$ cat src/rtl/iq_capture_pkg.sv
// Shared types and default widths for the IQ capture controller and its watchdog.
package iq_capture_pkg;

    localparam int unsigned DEF_LEN_W    = 24;
    localparam int unsigned DEF_WDOG_W   = 16;
    localparam int unsigned STALL_INFO_W = 4;

    typedef enum logic [2:0] {
        ST_IDLE,
        ST_START,
        ST_RUN,
        ST_DRAIN,
        ST_DONE,
        ST_FAULT
    } cap_state_e;

endpackage

$ cat src/rtl/iq_capture_wdog.sv
// Stall watchdog: counts consecutive blocked cycles while enabled and flags the
// cycle on which the count reaches a nonzero limit.
module iq_capture_wdog #(
    parameter int unsigned WDOG_W = 16
) (
    input  logic              clock,
    input  logic              reset,
    input  logic              enable,
    input  logic              block,
    input  logic [WDOG_W-1:0] limit,
    output logic              expired
);

    logic [WDOG_W-1:0] blockCount_q, blockCount_d;

    always_comb begin
        blockCount_d = '0;
        if (enable && block) begin
            blockCount_d = (blockCount_q == '1) ? blockCount_q : blockCount_q + WDOG_W'(1);
        end
    end

    always_ff @(posedge clock) begin
        if (reset) begin
            blockCount_q <= '0;
        end else begin
            blockCount_q <= blockCount_d;
        end
    end

    // Fires on the limit-th consecutive blocked cycle, so the FSM leaves on that edge.
    assign expired = enable && block && (limit != '0) && (blockCount_q == limit - WDOG_W'(1));

endmodule

$ cat src/rtl/iq_capture_ctrl.sv
// Capture controller sequencing the filter_iq HLS core and counting its output beats.
// Optional stall watchdog is built in when IQ_CAPTURE_CTRL_WDOG_EN is defined.
module iq_capture_ctrl
    import iq_capture_pkg::*;
#(
    parameter int unsigned LEN_W  = DEF_LEN_W,
    parameter int unsigned WDOG_W = DEF_WDOG_W
) (
    input  logic                    clock,
    input  logic                    reset,
    input  logic                    cfg_start,
    input  logic                    cfg_abort,
    input  logic [LEN_W-1:0]        cfg_len,
    input  logic [WDOG_W-1:0]       cfg_wdog_limit,
    output logic                    hls_ap_start,
    input  logic                    hls_ap_ready,
    input  logic                    hls_ap_done,
    input  logic                    beat_valid,
    input  logic                    beat_ready,
    input  logic                    mon_block,
    input  logic [STALL_INFO_W-1:0] mon_axis_info,
    output logic                    busy,
    output logic                    done,
    output logic                    stalled,
    output logic [STALL_INFO_W-1:0] stall_info,
    output logic [LEN_W-1:0]        beat_count
);

    cap_state_e              state_q, state_d;
    logic [LEN_W-1:0]        beatCount_q, beatCount_d;
    logic [LEN_W-1:0]        capLen_q, capLen_d;
    logic                    doneSeen_q, doneSeen_d;
    logic                    zeroDone_q, zeroDone_d;
    logic                    stalled_q, stalled_d;
    logic [STALL_INFO_W-1:0] stallInfo_q, stallInfo_d;
    logic                    startAccept;
    logic                    wdogEnable;
    logic                    wdogExpired;
    logic                    beatFire;
    logic [LEN_W-1:0]        beatNext;

    assign startAccept = (state_q == ST_IDLE) && cfg_start && !cfg_abort && (cfg_len != '0);
    assign wdogEnable  = (state_q == ST_RUN) || (state_q == ST_DRAIN);
    assign beatFire    = beat_valid && beat_ready;
    assign beatNext    = beatCount_q + LEN_W'(1);

    always_comb begin
        state_d     = state_q;
        beatCount_d = beatCount_q;
        capLen_d    = capLen_q;
        doneSeen_d  = doneSeen_q;
        zeroDone_d  = 1'b0;
        stalled_d   = stalled_q;
        stallInfo_d = stallInfo_q;
        case (state_q)
            ST_IDLE: begin
                if (startAccept) begin
                    state_d     = ST_START;
                    capLen_d    = cfg_len;
                    beatCount_d = '0;
                    doneSeen_d  = 1'b0;
                end else if (cfg_start && !cfg_abort) begin
                    zeroDone_d = 1'b1;
                end
            end
            ST_START: begin
                if (hls_ap_ready) state_d = ST_RUN;
            end
            ST_RUN: begin
                if (hls_ap_done) doneSeen_d = 1'b1;
                if (wdogExpired) begin
                    state_d = ST_FAULT;
                end else if (beatFire) begin
                    if (beatCount_q != '1) beatCount_d = beatNext;
                    if (beatNext == capLen_q) state_d = ST_DRAIN;
                end
            end
            ST_DRAIN: begin
                if (wdogExpired) begin
                    state_d = ST_FAULT;
                end else if (hls_ap_done || doneSeen_q) begin
                    state_d = ST_DONE;
                end
            end
            ST_DONE:  state_d = ST_IDLE;
            ST_FAULT: state_d = ST_FAULT;
            default:  state_d = ST_IDLE;
        endcase
        if (wdogExpired && state_d == ST_FAULT && state_q != ST_FAULT) begin
            stalled_d   = 1'b1;
            stallInfo_d = mon_axis_info;
        end
        // Abort overrides every other outcome of the cycle, including the beat count update.
        if (cfg_abort && state_q != ST_IDLE && state_q != ST_DONE) begin
            state_d     = ST_IDLE;
            beatCount_d = beatCount_q;
            stalled_d   = 1'b0;
            stallInfo_d = '0;
        end
    end

    always_ff @(posedge clock) begin
        if (reset) begin
            state_q     <= ST_IDLE;
            beatCount_q <= '0;
            capLen_q    <= '0;
            doneSeen_q  <= 1'b0;
            zeroDone_q  <= 1'b0;
            stalled_q   <= 1'b0;
            stallInfo_q <= '0;
        end else begin
            state_q     <= state_d;
            beatCount_q <= beatCount_d;
            capLen_q    <= capLen_d;
            doneSeen_q  <= doneSeen_d;
            zeroDone_q  <= zeroDone_d;
            stalled_q   <= stalled_d;
            stallInfo_q <= stallInfo_d;
        end
    end

`ifdef IQ_CAPTURE_CTRL_WDOG_EN
    logic [WDOG_W-1:0] wdogLimit_q, wdogLimit_d;

    assign wdogLimit_d = startAccept ? cfg_wdog_limit : wdogLimit_q;

    always_ff @(posedge clock) begin
        if (reset) begin
            wdogLimit_q <= '0;
        end else begin
            wdogLimit_q <= wdogLimit_d;
        end
    end

    iq_capture_wdog #(
        .WDOG_W(WDOG_W)
    ) u_wdog (
        .clock  (clock),
        .reset  (reset),
        .enable (wdogEnable),
        .block  (mon_block),
        .limit  (wdogLimit_q),
        .expired(wdogExpired)
    );

    assign stalled    = stalled_q;
    assign stall_info = stallInfo_q;
`else
    logic unusedWdogSignals;

    assign unusedWdogSignals = ^{mon_block, cfg_wdog_limit, wdogEnable, stalled_q, stallInfo_q};
    assign wdogExpired       = 1'b0;
    assign stalled           = 1'b0;
    assign stall_info        = '0;
`endif

    assign hls_ap_start = (state_q == ST_START);
    assign busy         = (state_q == ST_START) || (state_q == ST_RUN) ||
                          (state_q == ST_DRAIN) || (state_q == ST_DONE);
    assign done         = (state_q == ST_DONE) || zeroDone_q;
    assign beat_count   = beatCount_q;

endmodule

$ cat config.mk
export PLATFORM = sky130hd
export DESIGN_NAME = iq_capture_ctrl
export DESIGN_NICKNAME = d
export VERILOG_FILES = /design/src/rtl/iq_capture_pkg.sv /design/src/rtl/iq_capture_wdog.sv /design/src/rtl/iq_capture_ctrl.sv
export SDC_FILE = /design/constraint.sdc
export NUM_CORES = 1
export LEC_CHECK = 0
export BUFFER_PORTS_ARGS = -buffer_cell sky130_fd_sc_hd__clkbuf_2
export CAP_MARGIN = 20
export CORE_MARGIN = 2
export CORE_UTILIZATION = 58
export CTS_CLUSTER_SIZE = 12
export DETAILED_ROUTE_END_ITERATION = 7
export HOLD_SLACK_MARGIN = 0.1
export PLACE_DENSITY_LB_ADDON = 0.08
export SLEW_MARGIN = 20
export SYNTH_ARGS = -nofsm -noshare
export SYNTH_HDL_FRONTEND = slang
export SYNTH_HIERARCHICAL = 1
export SYNTH_SLANG_ARGS = --single-unit
$ cat constraint.sdc
create_clock -name clock -period 3.92 [get_ports clock]
set_input_delay 0.588 -clock clock [delete_from_list [all_inputs] [get_ports clock]]
set_output_delay 0.588 -clock clock [all_outputs]
set_load 0.02 [all_outputs]
==> results of run 1 <==
==> critical path, cell delays in order (launching register included) <==
cell	delay [ps]
dfxtp_1	490
ha_1	340
nand3_1	280
or4_1	680
or3_1	420
a22oi_1	190
nand4_1	130
o31ai_2	180
==> layout by cell type, fill, tap and decap left out, drive strengths merged, types with 3 or more instances in the layout <==
cell type	instances
nor3	9
xnor2	24
nor2	48
and2	4
nand3	11
o21ai	28
a211oi	4
a31oi	7
or4	13
and3	7
conb	5
inv	4
nand4b	9
a21o	3
dfxtp	53
xor2	8
clkinvlp	3
a21oi	32
nand2	20
clkbuf	63
nor3b	3
nor4	13
nand4	12
and4	6
or3	4
mux2i	25
buf	6
==> area by class of cell <==
class	instances	area [sq um]	share of cell area
clock buffers	5	68.8	0.0188
clock inverters	3	22.5	0.00615
inverters	4	15.0	0.00410
multi-input cells	319	2070	0.565
flip-flops and latches	53	1060	0.290
well taps	72	90.1	0.0246
repair buffers	64	335	0.0916
==> report_power, final <==
| group | internal (W) | total (W) | switching [W] | leakage (nW) |
|---|---|---|---|---|
| sequential | 0.000552 | 0.000565 | 0.0000135 | 0.430 |
| combinational | 0.0000557 | 0.000128 | 0.0000721 | 1.05 |
| clock | 0.000126 | 0.000322 | 0.000196 | 0.0364 |
| total | 0.000733 | 0.00101 | 0.000281 | 1.52 |
==> flip-flops by register name (all words and copies together) (netlist names) <==
signal,cells
beat_count,24
capLen_q,24
doneSeen_q,1
state_q,3
zeroDone_q,1
==> per-layer routing <==
metal / vias to the layer above / global-route usage
li1: 1566 / -
met1: 1515 / 0.374
met2: 124 / 0.470
met3: 12 / 0.0305
met4: 0 / 0.0862
met5: - / 0
==> final timing paths <==
path / slack [ps] / cells past startpoint / endpoint / from
max: 1120 / 7 / state_q[0] / beat_count[0]
min: 520 / 3 / capLen_q[11] / cfg_len[11]
max reg2reg: 1120 / 7 / state_q[0] / beat_count[0]
min reg2reg: 530 / 2 / capLen_q[20] / capLen_q[20]
==> kinds of logic (layout without fill, tap and decap cells) <==
| logic type | count (synthesis) | in the layout | synth area share |
|---|---|---|---|
| compound gates | 90 | 90 | 0.164 |
| flops | 53 | 53 | 0.320 |
| simple gates | 166 | 166 | 0.287 |
| mux | 25 | 25 | 0.0756 |
| fa+ha+maj | 1 | 1 | 0.00378 |
| xor+xnor | 32 | 32 | 0.0847 |
| buf+inv | 41 | 76 | 0.0627 |
| other cells | 1 | 5 | 0.00113 |
==> per-stage QoR <==
step                setup slack [ps]   util  cell area (sq um)  hold WS, ps
finish                          1120  0.665               3660          523
global route                     960  0.665               3660          515
CTS                             1110  0.665               3660          519
detailed placement              1140  0.648               3570          508
global placement                1160  0.648               3570          481
floorplan                       1350      -               3330          463
==> reports/metrics.yaml, run 1 <==
run_status:
  status: "complete, no violations"
cells_and_area:
  area_growth_pct: 10.6
  instances_no_fill: 520
  fillers: 498
  nets: 501
  drive_above_1_share: 0.181
  diodes: 0
global_route:
  grt_max_degree: 53
  grtUsageTotal: 0.279
  antenna_found_initial: 0
  first_global_vias: 2898
  grt_pass1_wl_mm: 14.0
  grt_overflow_total: 0
sta:
  max_freq_mhz: 357
  period_needed_ps: 2800
  slew_violations: 0
  fin_skew_ps: 11.3
  rsz0062_at_grt: "no"
  setup_viol: 0
  hold_viol_final: 0
  max_slew_margin: 0.370
  period_share: 0.714
  tns_ps: 0
  worst_pin_slew_ps: 921
setup_path:
  cp_max_fo: 8
  worstPathArrival_ps: 3040
  crit_path_end_kind: "register"
  crit_path_start_kind: "register"
  path_class: "reg2reg"
  required_ps: 4160
place:
  routabilityCongestion: 0.858
  dp_hpwl_mm: 6.09
  port_buffers: 58
  dp_cells: 512
synthesis:
  synth_area_sq_um: 3310
  ys.flop_type: "dfxtp_1"
  syn_inst: 409
  synthMostInstantiatedCell: "dfxtp_1"
  synth-seq-cells: 53
  synth-edff-count: 0
  yosysTopAreaCellShare: 0.320
  postSynthAreaPerCell_sq_um: 8.09
  async_flop_share: 0
  ys_top_cells_by_area: "dfxtp_1 (32%), mux2i_1 (7.6%), xnor2_1 (6.3%)"
  synth_largest_area_cell: "dfxtp_1"
  ys_types: 55
  synth_seq_area_share: 0.320
  synth_common_cells: "dfxtp_1 (53), nor2_1 (48), a21oi_1 (32)"
  yosysWarnings: 6
detailed_routing:
  via_per_inst: 6.19
  met3_length_um: 520
  wl_met2_mm: 4.13
  wire_per_inst_um: 16.4
  vias: 3217
  firstDrtPassIters: 4
  top_layer: "met4"
  drtIter0Drc: 221
  drc: 0
  wl_met1_mm: 3.77
  routed_wl_mm: 8.54
  antenna_left: 0
power_and_ir_drop:
  power_w: 0.00101
  p_per_area_nw_per_um2: 277
  power.leakage_nw: 1.52
  irDropWorstVdd_mv: 0.188
clock_tree:
  cts_tree: "done"
  post_cts_buffers: 0
  cts.sink_count: 53
  cts_buffers: 5
  clockBufferDepth: 2
  clkLatencyLatePin_ps: 310
  cts-root-buf: "clkbuf_8"
  htreeDepth: 2
  hold_buffers: 0
  ctsResizeCount: 0
  clk_pin_slew_ps: 110
floorplan:
  dieArea_sq_um: 6330
  die_w_um: 79.6
  io_pins: 85
  rows: 27
  start_util: 0.601
  core-area_sq_um: 5510
  fp.dieH_um: 79.6
hold_path:
  worstHoldPathType: "in2reg"
flow_run:
  drv_cap: 0
Note: power is estimated with default switching activity, not from simulation.
==> inputs of run 2 (changes only) <==
--- a/config.mk
+++ b/config.mk
@@ -8,7 +8,7 @@
 export BUFFER_PORTS_ARGS = -buffer_cell sky130_fd_sc_hd__clkbuf_2
 export CAP_MARGIN = 20
 export CORE_MARGIN = 2
-export CORE_UTILIZATION = 58
+export CORE_UTILIZATION = 48
 export CTS_CLUSTER_SIZE = 12
 export DETAILED_ROUTE_END_ITERATION = 7
 export HOLD_SLACK_MARGIN = 0.1
==> constraint.sdc (replaced) <==
create_clock -name clock -period 2.52 [get_ports clock]
set_input_delay 0.378 -clock clock [delete_from_list [all_inputs] [get_ports clock]]
set_output_delay 0.378 -clock clock [all_outputs]
set_load 0.02 [all_outputs]
==> run 2 against run 1 <==
Sequential share of layout area decreased by 1.6 points. Clock skew up 0.56 ps. Utilization is 8.8 points lower. Register-to-register slack got worse by 950 ps. Clock power is 54% higher. Clock-buffer cell count increased by 2. Combinational power increased by 69%. Critical path depth down 1.
==> reports/metrics.yaml, run 2 (synthesized netlist as in run 1, its figures left out) <==
cells_and_area:
  drive_above_1_share: 0.222  # +0.0417
  diodes: 0  # unchanged
  area_growth_pct: 17.0
  layout_common_cells: "clkbuf_2 (58), dfxtp_1 (52), nor2_1 (48), a21oi_1 (32), buf_4 (28)"
  nets: 525  # +4.8%
  instances_no_fill: 552  # +6.2%
  postLayoutCoreUtil: 0.576  # -0.0885
  final_common_cell: "clkbuf_2"
detailed_routing:
  via_per_inst: 5.81  # -6.1%
  drc: 0  # unchanged
  routed_wl_mm: 8.94  # +4.7%
  firstDrtPassIters: 4  # unchanged
  wire_per_inst_um: 16.2  # -1.4%
  antenna_left: 0  # unchanged
  vias: 3207  # -0.31%
  drtIter0Drc: 195  # -12%
floorplan:
  rows: 30  # +11%
  start_util: 0.493  # -0.108
  io_pins: 85  # unchanged
  core-area_sq_um: 6720  # +22%
  die_w_um: 87.1  # +9.4%
  fp.dieH_um: 87.1  # +9.4%
  dieArea_sq_um: 7580  # +20%
place:
  dp_hpwl_mm: 6.71  # +10%
  place_ws_ps: 198  # -941 ps
  routabilityCongestion: 0.944  # +10%
  dp_cells: 544  # +6.3%
  port_buffers: 58  # unchanged
power_and_ir_drop:
  p_sw_w: 0.000435  # +55%
  p_comb_frac: 0.136  # +0.010
  irDropWorstVdd_mv: 0.208  # +10%
  power.leakage_nw: 1.65  # +8.9%
  seqPwrFrac: 0.551  # -0.006
  internal_power_w: 0.00115  # +57%
  p_per_area_nw_per_um2: 410  # +48%
  switching_share: 0.273  # -0.00380
  pwr-share-clk: 0.313  # -0.004
  power_w: 0.00159  # +57%
global_route:
  first_global_vias: 3028  # +4.5%
  grt_overflow_total: 0  # unchanged
  antenna_found_initial: 0  # unchanged
  grt_max_degree: 37  # -30%
  grt_pass1_wl_mm: 14.6  # +4.3%
  grtUsageTotal: 0.245  # -0.0334
sta:
  fin_ws_ps: 170  # -950 ps
  max_freq_mhz: 425  # +19%
  setup_viol: 0  # unchanged
  max_slew_margin: 0.614  # +0.244
  tns_ps: 0  # unchanged
  slew_violations: 0  # unchanged
  fin_skew_ps: 11.9  # +0.564 ps
  period_needed_ps: 2350  # -450 ps
  rsz0062_at_grt: "no"
  hold_viol_final: 0  # unchanged
  period_share: 0.933  # +0.218
  worst_pin_slew_ps: 574  # -347 ps
setup_path:
  critical-path-slowest-cell: "dfxtp_1"
  r2r_slack_ps: 170  # -950 ps
  worstPathArrival_ps: 2590  # -450 ps
  required_ps: 2760  # -1400 ps
  cp_top_family: "simple AND/OR/NAND/NOR gates"
  crit_chain: "and4_1 > nand4_1 > nor4_1 > o21ai_0 > a221o_1 > o31ai_2"
  max_stage_delay_ps: 500  # -180 ps
  critical_path_buf_inv_count: 0  # unchanged
  cp_max_fo: 10  # +2
  crit_path_end_kind: "register"
  crit_path_start_kind: "register"
  path_class: "reg2reg"
clock_tree:
  cts_tree: "done"
  clk_pin_slew_ps: 110  # about the same
  htreeDepth: 2  # unchanged
  clkLatencyLatePin_ps: 310  # about the same
  cts.sink_count: 53  # unchanged
  ctsResizeCount: 0  # unchanged
  clockBufferDepth: 2  # unchanged
  cts_buffers: 5  # unchanged
  hold_buffers: 0  # unchanged
  cts-root-buf: "clkbuf_8"
  post_cts_buffers: 0  # unchanged
flow_run:
  drv_cap: 0  # unchanged
run_status:
  status: "complete, no violations"
hold_path:
  worstHoldPathType: "in2reg"
-- run 2: metal layers --
metal,vias up,share of wire,track usage
met2,88,0.47,0.418
met4,0,0.014,0.0838
met1,1493,0.45,0.316
li1,1618,-,-
met3,8,0.057,0.0360
met5,-,0,0
-- run 2: final timing paths --
kind                       from      endpoint  depth (start not counted)
setup / recovery  beat_count[2]    state_q[0]                          6
hold / removal      cfg_len[11]  capLen_q[11]                          3
hold reg to reg    capLen_q[18]  capLen_q[18]                          2
setup reg to reg  beat_count[2]    state_q[0]                          6
-- run 2: power groups by stage --
stage / sequential, W / clock [W] / combinational, W
detailed placement: 0.000896 / 0 / 0.000216
global placement: 0.000895 / 0 / 0.000213
global route: 0.000879 / 0.000535 / 0.000240
CTS: 0.000876 / 0.000512 / 0.000217
floorplan: 0.000889 / 0 / 0.000150
finish: 0.000876 / 0.000497 / 0.000216
-- run 2: tightest hold or removal path: stages --
cell and delay, ps:
clkbuf_2 90, mux2i_1 60, nor2_1 70
-- run 2: cell type report --
type | count | area (sq um)
Clock inverter | 1 | 7.51
Inverter | 4 | 15.0
Tap cell | 80 | 100
Sequential cell | 53 | 1060
Clock buffer | 7 | 76.3
Timing Repair Buffer | 88 | 541
Multi-Input combinational cell | 319 | 2070
Fill cell | 650 | 2850
-- run 2: metrics by stage --
step / area, sq um / hold WS (ps)
finish: 3870 / 310
detailed placement: 3790 / 494
CTS: 3870 / 307
global placement: 3790 / 478
floorplan: 3330 / 454
global route: 3870 / 312
